--- src/rtl/mips_multicycle_control.sv ---
// rtl/mips_multicycle_control.sv - Moore main control FSM for the multi-cycle MIPS datapath
//
// Sequences fetch, decode, execute, memory and writeback over a shared ALU,
// memory port and register file. Outputs are decoded from the registered
// state, plus alu_zero in BRANCH and mem_ready in the memory wait states.
//
// Ports:
//   clk, reset          rising-edge clock, synchronous active-high reset
//   opcode              IR[31:26], stable from DECODE until the next FETCH
//   funct_alu_sel       ALU select from the function-code decoder (R-type)
//   alu_zero            ALU zero flag (branch resolution)
//   mem_ready           memory access completes this cycle
//   pc_write..alu_sel   datapath control strobes and mux selects
//   state               current state code (debug)
//   illegal_op          sticky: unsupported opcode reached DECODE
//   mem_timeout         sticky: memory wait exceeded MEM_WAIT_MAX
module mips_multicycle_control #(
    parameter int unsigned MEM_WAIT_MAX = 0,
    parameter int unsigned WAIT_CNT_W   = 8
) (
    input  logic       clk,
    input  logic       reset,
    input  logic [5:0] opcode,
    input  logic [2:0] funct_alu_sel,
    input  logic       alu_zero,
    input  logic       mem_ready,
    output logic       pc_write,
    output logic [1:0] pc_src,
    output logic       ir_write,
    output logic       mem_read,
    output logic       mem_write,
    output logic       iord,
    output logic       reg_write,
    output logic       reg_dst,
    output logic       mem_to_reg,
    output logic       alu_src_a,
    output logic [1:0] alu_src_b,
    output logic [2:0] alu_sel,
    output logic [3:0] state,
    output logic       illegal_op,
    output logic       mem_timeout
);

    typedef enum logic [3:0] {
        S_FETCH    = 4'd0,
        S_DECODE   = 4'd1,
        S_MEM_ADDR = 4'd2,
        S_MEM_RD   = 4'd3,
        S_MEM_WB   = 4'd4,
        S_MEM_WR   = 4'd5,
        S_R_EXEC   = 4'd6,
        S_R_WB     = 4'd7,
        S_BRANCH   = 4'd8,
        S_JUMP     = 4'd9,
        S_I_EXEC   = 4'd10,
        S_I_WB     = 4'd11,
        S_HALT     = 4'd12,
        S_TIMEOUT  = 4'd13
    } state_t;

    localparam logic [5:0] OP_R    = 6'b000000;
    localparam logic [5:0] OP_LW   = 6'b100011;
    localparam logic [5:0] OP_SW   = 6'b101011;
    localparam logic [5:0] OP_BEQ  = 6'b000100;
    localparam logic [5:0] OP_BNE  = 6'b000101;
    localparam logic [5:0] OP_ADDI = 6'b001000;
    localparam logic [5:0] OP_ANDI = 6'b001100;
    localparam logic [5:0] OP_ORI  = 6'b001101;
    localparam logic [5:0] OP_SLTI = 6'b001010;
    localparam logic [5:0] OP_J    = 6'b000010;

    localparam logic [2:0] ALU_AND = 3'b000;
    localparam logic [2:0] ALU_OR  = 3'b001;
    localparam logic [2:0] ALU_ADD = 3'b010;
    localparam logic [2:0] ALU_SUB = 3'b100;

    localparam logic [WAIT_CNT_W-1:0] WAIT_LIMIT = WAIT_CNT_W'(MEM_WAIT_MAX);
    localparam logic [WAIT_CNT_W-1:0] WAIT_ONE   = WAIT_CNT_W'(1);
    localparam bit                    TIMEOUT_EN = (MEM_WAIT_MAX != 0);

    state_t                  state_q, state_d;
    logic [WAIT_CNT_W-1:0]   wait_cnt_q, wait_cnt_d;
    logic                    illegal_op_q, illegal_op_d;
    logic                    mem_timeout_q, mem_timeout_d;
    logic                    wait_expired;
    logic                    in_wait;

    always_ff @(posedge clk) begin
        if (reset) begin
            state_q       <= S_FETCH;
            wait_cnt_q    <= '0;
            illegal_op_q  <= 1'b0;
            mem_timeout_q <= 1'b0;
        end else begin
            state_q       <= state_d;
            wait_cnt_q    <= wait_cnt_d;
            illegal_op_q  <= illegal_op_d;
            mem_timeout_q <= mem_timeout_d;
        end
    end

    always_comb begin
        pc_write      = 1'b0;
        pc_src        = 2'b00;
        ir_write      = 1'b0;
        mem_read      = 1'b0;
        mem_write     = 1'b0;
        iord          = 1'b0;
        reg_write     = 1'b0;
        reg_dst       = 1'b0;
        mem_to_reg    = 1'b0;
        alu_src_a     = 1'b0;
        alu_src_b     = 2'b00;
        alu_sel       = 3'b000;
        state_d       = state_q;
        illegal_op_d  = illegal_op_q;
        mem_timeout_d = mem_timeout_q;
        wait_expired  = TIMEOUT_EN && (wait_cnt_q == WAIT_LIMIT);
        in_wait       = 1'b0;

        case (state_q)
            S_FETCH: begin
                in_wait   = 1'b1;
                mem_read  = 1'b1;
                alu_src_b = 2'b01;
                alu_sel   = ALU_ADD;
                if (mem_ready) begin
                    ir_write = 1'b1;
                    pc_write = 1'b1;
                    state_d  = S_DECODE;
                end
            end
            S_DECODE: begin
                alu_src_b = 2'b11;
                alu_sel   = ALU_ADD;
                case (opcode)
                    OP_LW, OP_SW:                        state_d = S_MEM_ADDR;
                    OP_R:                                state_d = S_R_EXEC;
                    OP_BEQ, OP_BNE:                      state_d = S_BRANCH;
                    OP_J:                                state_d = S_JUMP;
                    OP_ADDI, OP_ANDI, OP_ORI, OP_SLTI:   state_d = S_I_EXEC;
                    default: begin
                        state_d      = S_HALT;
                        illegal_op_d = 1'b1;
                    end
                endcase
            end
            S_MEM_ADDR: begin
                alu_src_a = 1'b1;
                alu_src_b = 2'b10;
                alu_sel   = ALU_ADD;
                state_d   = (opcode == OP_LW) ? S_MEM_RD : S_MEM_WR;
            end
            S_MEM_RD: begin
                in_wait  = 1'b1;
                mem_read = 1'b1;
                iord     = 1'b1;
                if (mem_ready) state_d = S_MEM_WB;
            end
            S_MEM_WB: begin
                reg_write  = 1'b1;
                mem_to_reg = 1'b1;
                state_d    = S_FETCH;
            end
            S_MEM_WR: begin
                in_wait   = 1'b1;
                mem_write = 1'b1;
                iord      = 1'b1;
                if (mem_ready) state_d = S_FETCH;
            end
            S_R_EXEC: begin
                alu_src_a = 1'b1;
                alu_sel   = funct_alu_sel;
                state_d   = S_R_WB;
            end
            S_R_WB: begin
                reg_write = 1'b1;
                reg_dst   = 1'b1;
                state_d   = S_FETCH;
            end
            S_BRANCH: begin
                alu_src_a = 1'b1;
                alu_sel   = ALU_SUB;
                pc_src    = 2'b01;
                pc_write  = (opcode == OP_BEQ) ? alu_zero : ~alu_zero;
                state_d   = S_FETCH;
            end
            S_JUMP: begin
                pc_write = 1'b1;
                pc_src   = 2'b10;
                state_d  = S_FETCH;
            end
            S_I_EXEC: begin
                alu_src_a = 1'b1;
                alu_src_b = 2'b10;
                case (opcode)
                    OP_ANDI: alu_sel = ALU_AND;
                    OP_ORI:  alu_sel = ALU_OR;
                    OP_SLTI: alu_sel = ALU_SUB;
                    default: alu_sel = ALU_ADD;
                endcase
                state_d = S_I_WB;
            end
            S_I_WB: begin
                reg_write = 1'b1;
                state_d   = S_FETCH;
            end
            S_HALT:    state_d = S_HALT;
            S_TIMEOUT: state_d = S_TIMEOUT;
            default:   state_d = S_FETCH;
        endcase

        // A wait state that is not completing either times out or counts
        // one more wait cycle; ready on the limit cycle still completes.
        if (in_wait && !mem_ready && wait_expired) begin
            state_d       = S_TIMEOUT;
            mem_timeout_d = 1'b1;
        end

        // Every path other than "still waiting" leaves the counter at zero,
        // so each wait state is always entered with a cleared count.
        wait_cnt_d = (in_wait && !mem_ready && (state_d == state_q))
                   ? wait_cnt_q + WAIT_ONE : '0;
    end

    assign state       = state_q;
    assign illegal_op  = illegal_op_q;
    assign mem_timeout = mem_timeout_q;

endmodule

--- config.mk ---
export PLATFORM = sky130hd
export DESIGN_NAME = mips_multicycle_control
export DESIGN_NICKNAME = d
export VERILOG_FILES = /design/src/rtl/mips_multicycle_control.sv
export SDC_FILE = /design/constraint.sdc
export NUM_CORES = 1
export LEC_CHECK = 0
export BUFFER_PORTS_ARGS = -buffer_cell sky130_fd_sc_hd__buf_4
export CELL_PAD_IN_SITES_DETAIL_PLACEMENT = 1
export CELL_PAD_IN_SITES_GLOBAL_PLACEMENT = 2
export CORE_ASPECT_RATIO = 0.6
export CORE_MARGIN = 3
export CORE_UTILIZATION = 24
export DETAILED_ROUTE_END_ITERATION = 16
export MAX_ROUTING_LAYER = met4
export PLACE_DENSITY = 0.82
export SLEW_MARGIN = 20
export SYNTH_ARGS = -nofsm -noshare
export SYNTH_HDL_FRONTEND = slang
export SYNTH_SLANG_ARGS = --single-unit
--- constraint.sdc ---
create_clock -name clk -period 2.9 [get_ports clk]
set_input_delay 0.435 -clock clk [delete_from_list [all_inputs] [get_ports clk]]
set_output_delay 0.435 -clock clk [all_outputs]
set_load 0.05 [all_outputs]
## Word-level counts from Yosys, hierarchy flattened

Index checks and enable logic that the tools add are counted.

| storage, ports and cells | value |
|---|---|
| register bits after elaboration | 5 |

| cells by class | value |
|---|---|
| equal/unequal tests | 25 |
| multiplexer cells | 21 |
| bitwise logic cells | 2 |
| reduce and logical (&&, ||, !) cells | 14 |

Operators with widths:

| cell | number |
|---|---|
| $pmux W4 S9 | 1 |
| $eq A4 B4 Y1 const B | 6 |
| $eq A6 B4 Y1 const B | 4 |
| $pmux W4 S5 | 1 |
| $eq A4 B3 Y1 const B | 4 |
| $eq A6 B3 Y1 const B | 2 |
| $eq A6 B6 Y1 const B | 2 |
| $mux W4 | 3 |
| $pmux W3 S4 | 1 |
| $mux W1 | 10 |
| $reduce_or A10 Y1 | 1 |
| $reduce_or A2 Y1 | 5 |
| $pmux W3 S3 | 1 |
| $eq A4 B2 Y1 const B | 2 |
| $reduce_or A4 Y1 | 2 |
| $eq A6 B2 Y1 const B | 1 |
| $logic_not A6 Y1 | 1 |
| $ne A2 B2 Y1 const B | 3 |
| $pmux W2 S3 | 1 |
| $reduce_or A3 Y1 | 2 |
| $eq A4 B1 Y1 const B | 1 |
| $logic_not A4 Y1 | 1 |
| $pmux W2 S2 | 1 |
| $mux W3 | 1 |
| 4 further kinds | 5 |

## Logic depth before layout (Yosys ltp)

| depth | value |
|---|---|
| word-level depth | 4 |
| gate-level depth with buffers | 7 |
| gate-level depth less buffers | 5 |

## Worst setup path after synthesis

No wires, ideal clock.

| path | value |
|---|---|
| path type | register to output |
| start | reg state_q[2], in the netlist state[2] |
| end | out reg_write |
| arrival | 3.313 ns |
| path slack | -0.848 ns |
| cell stages (with the launch flop) | 5 |
| buffers on the path | 2 |
| path through | dfxtp_1 -> buf_2 -> buf_2 -> nor4b_1 -> nand2b_1 |

| on the way | value |
|---|---|
| cells in the longest elaborated chain, start to end | 3 |
| elaborated cells on any way between the ends | 5 |
| classes of those cells | eq/ne: 3; mux: 1; reduce/logical: 1 |

Ends and longest elaborated chain:

| element | RTL line | source |
|---|---|---|
| from (decl) | 81 | `state_t state_q, state_d;` |
| from (signal assigned) | 95 | `state_q <= state_d;` |
| $eq A4 B3 Y1 or $eq A4 B4 Y1 (tied branches) | 121 | `case (state_q)` |
| $reduce_or A3 Y1 (no source line) (*) | n/a |  |
| $mux W1 (*) | 121 |  |
| to (decl) | 33 | `output logic reg_write,` |

Mark *: on every way between the ends. The rest lies on a longest branch, timed or not.

## Worst setup path after layout

| path | value |
|---|---|
| start | reg state_q[2], in the netlist state[2] |
| end | out pc_write |

| on the way | value |
|---|---|
| cells in the longest elaborated chain, start to end | 2 |
| elaborated cells on any way between the ends | 4 |
| classes of those cells | eq/ne: 2; mux: 1; reduce/logical: 1 |

Ends and longest elaborated chain:

| element | RTL line | source |
|---|---|---|
| $eq A4 B4 Y1 or $logic_not A4 Y1 (tied branches) | 121 |  |
| $pmux W1 S3 (*) | 121 |  |
| to (decl) | 27 | `output logic pc_write,` |

Marks and branches as above.

==> run_results.csv <==
group,metric,value,unit
global_route,grt_pass1_vias,895,
global_route,grt_pass1_wl,4350,µm
clock_tree,cts.sinks,5,
synth,synth_top_family_by_area,"simple AND/OR/NAND/NOR gates",
worst_setup_path,crit_type,"reg -> out",
timing,skew,0.00461,ns
worst_setup_path,required,2.47,ns
synth,ys_warn_count,0,
synth,avgSynthCellArea,6.54,µm²
route,antenna_left,0,
synth,synth_simple_gate_area_share,44.9,%
power_and_ir_drop,p_leak,0.000438,µW
clock_tree,cts_resized,0,
clock_tree,cts_max_level,1,
floorplanning,top_level_ports,35,
clock_tree,cts_setup_buffers,0,
synth,seq_area_frac_synth,14.0,%
power_and_ir_drop,power_density,510,nW/µm²
timing,finalSetupViolCount,0,
synth,synth_cell_types,43,
synth,synth-seq-cells,5,
cells_and_area,seqCellArea,100,µm²
synth,synth-compound-area-share,28.9,%
cells_and_area,multiInputGateArea,573,µm²
timing,clock.fmax,0.436,GHz
clock_tree,clk_latency,0.22,ns
timing,worstMarginPinSlew,0.667,ns
route,vias,897,
route,avgViaCountPerCell,4.98,
floorplanning,initial_utilization,26.8,%
global_route,grt_use_total,15.4,%
synth,syn-num-nets,122,
floorplanning,fp.dieH,48.2,µm
clock_tree,cts_tree,"done",
route,routedWlPerCell,14.3,µm
worst_setup_path,cp_num_buf_inv,1,
cells_and_area,n_fill_cell,354,
placement,dp_hpwl,2070,µm
global_route,antenna_found_initial,0,
floorplanning,die_area,3680,µm²
worst_setup_path,startpoint_type,"flop",
worst_setup_path,cp_top_family,"flip-flops",
timing,period_needed,2.29,ns
flow_run,cap_violations,0,
floorplanning,die_x,76.4,µm
timing,hold_viol_final,0,
global_route,grt_max_degree,19,
worst_setup_path,crit_chain,"nor2_1 > and3_1 > a211o_1 > buf_4",
cells_and_area,area_delta_synth_final,47.2,%
worst_setup_path,worst_path_max_delay_cell,"dfxtp_1",
clock_tree,path_clk_slew,0.04,ns
synth,netlist_area,713,µm²
worst_setup_path,max_stage_delay,0.74,ns
clock_tree,numCtsBuffers,3,
power_and_ir_drop,peakVddDrop,0.235,mV
outcome,status,"finished clean",
synth,synth_fa_ha_area_share,0,%
placement,io_buffers,33,
timing,slew_violations,0,
cells_and_area,antennaDiodeCount,0,
floorplanning,rows,14,
placement,place_congestion,0.843,
route,route.detailed.drc,0,
worst_setup_path,crit_fanout,18,
worst_setup_path,cp_data_arrival_time,1.86,ns
route,drt_wl_total,2570,µm
clock_tree,cts-root-buf,"clkbuf_8",
power_and_ir_drop,finalPower,535,µW
timing,rsz0062_at_grt,"false",
synth,muxShareOfSynthArea,0,%
global_route,gr-total-overflow,0,
clock_tree,cts_hold_buffers,0,
floorplanning,core_area,2660,µm²
timing,setup_ws,0.605,ns
cells_and_area,fin_nets,154,
timing,max_slew_margin,55.5,%
synth,synth_cells,109,
timing,fin_crit_sh,79.1,%
cells_and_area,drive_above_1_share,33.6,%
clock_tree,clockBufferDepth,2,
placement,dp_slack,0.639,ns
hold_path,min_path_type,"in -> reg",
route,first_pass_iters,4,
worst_setup_path,end_kind,"output port",
route,drtIter0Drc,43,
synth,synth-xor-area-share,3.68,%
-- layout by cell type, fill, tap and decap left out, drive strengths merged, types with 3 or more instances in the layout --
cell    instances
a21oi           8
buf            36
clkbuf          4
dfxtp           5
inv             3
nand2           5
nand2b          6
nand3           6
nor2           13
nor2b           6
nor3            8
o21ai           9
-- area by class of cell --
cell class,count,area share [%]
multi-input combinational,92,54.6
timing repair buffer,36,25.7
sequential,5,9.54
tap,40,4.77
clock buffer,4,4.29
inverter,3,1.07
-- cells by family (layout without fill, tap and decap cells) --
logic type | Yosys count | in the layout
AND/OR/NAND/NOR | 56 | 56
AO/OA/AOI/OAI | 32 | 32
buffers and inverters | 12 | 43
flip-flops | 5 | 5
XOR/XNOR | 3 | 3
other | 1 | 1
-- Yosys cell counts (all sizes together) --
| master | count | area, µm² |
|---|---|---|
| nor4b | 1 | 8.76 |
| o21a | 2 | 15.0 |
| nand2 | 5 | 18.8 |
| o221ai | 1 | 8.76 |
| dfxtp | 5 | 100 |
| buf | 8 | 41.3 |
| o211ai | 1 | 7.51 |
| conb | 1 | 3.75 |
| o22ai | 2 | 12.5 |
| clkbuf | 1 | 3.75 |
| xor2 | 1 | 8.76 |
| o21ai | 9 | 45.0 |
| a211o | 1 | 8.76 |
| a21oi | 8 | 40.0 |
| nand2b | 6 | 45.0 |
| and4b | 1 | 10.0 |
| o41ai | 1 | 8.76 |
| o21ba | 1 | 10.0 |
| a32oi | 1 | 8.76 |
| a31o | 1 | 8.76 |
| nor2 | 13 | 48.8 |
| nand3 | 6 | 30.0 |
| nor2b | 6 | 37.5 |
| or3b | 2 | 17.5 |
| or4 | 2 | 15.0 |
| and3 | 1 | 6.26 |
| o21bai | 1 | 7.51 |
| or3 | 1 | 6.26 |
| xnor2 | 2 | 17.5 |
| nor3 | 8 | 45.0 |
| a2bb2oi | 1 | 8.76 |
| a221oi | 1 | 8.76 |
| a211oi | 1 | 7.51 |
| nand4b | 1 | 8.76 |
| inv | 3 | 11.3 |
| and2 | 1 | 7.51 |
| nand3b | 1 | 7.51 |
| nor3b | 1 | 7.51 |
-- where the power goes --
part           total [µW]  switching (µW)  internal (µW)
clock                 129            34.5           94.4
combinational         309             206            103
sequential           97.5            20.4           77.1
total                 535             261            274
-- worst reg2reg max path, stage by stage (launching register included) --
cell,delay (ns)
dfxtp_1,0.40
buf_4,0.23
nor2_1,0.36
o41ai_1,0.19
nor2_1,0.13
nor3_1,0.06
a221oi_1,0.30
-- worst paths after layout --
path,startpoint,cells past startpoint,slack [ns],endpoint
setup / recovery,state[2],4,0.61,pc_write
hold / removal,reset,2,0.41,state[0]
setup reg to reg,state[3],6,1.13,state[2]
hold reg to reg,illegal_op,2,0.47,illegal_op
-- layer usage --
layer  wire length [µm]  track usage, %  share of wire (%)
met5                  0               -                  0
met1               1360            21.5                 53
met2               1070            22.9                 42
met3                142            4.61                5.5
met4                  0            1.08                  0
-- per-stage QoR --
stage / setup TNS (ns) / hold slack, ns / instance area (µm²) / std cells / util, %
after floorplan: -0.0982 / 0.504 / 729 / 109 / -
after global placement: 0 / 0.433 / 1000 / 176 / 37.7
after detailed placement: 0 / 0.461 / 1000 / 176 / 37.7
after CTS: 0 / 0.410 / 1050 / 180 / 39.4
after global routing: 0 / 0.409 / 1050 / 180 / 39.4
final: 0 / 0.411 / 1050 / 180 / 39.4
-- flip-flops by register name (all words and copies together) (netlist names) --
register,flops
state,4
illegal_op,1
Note: power is estimated with default switching activity, not from simulation.
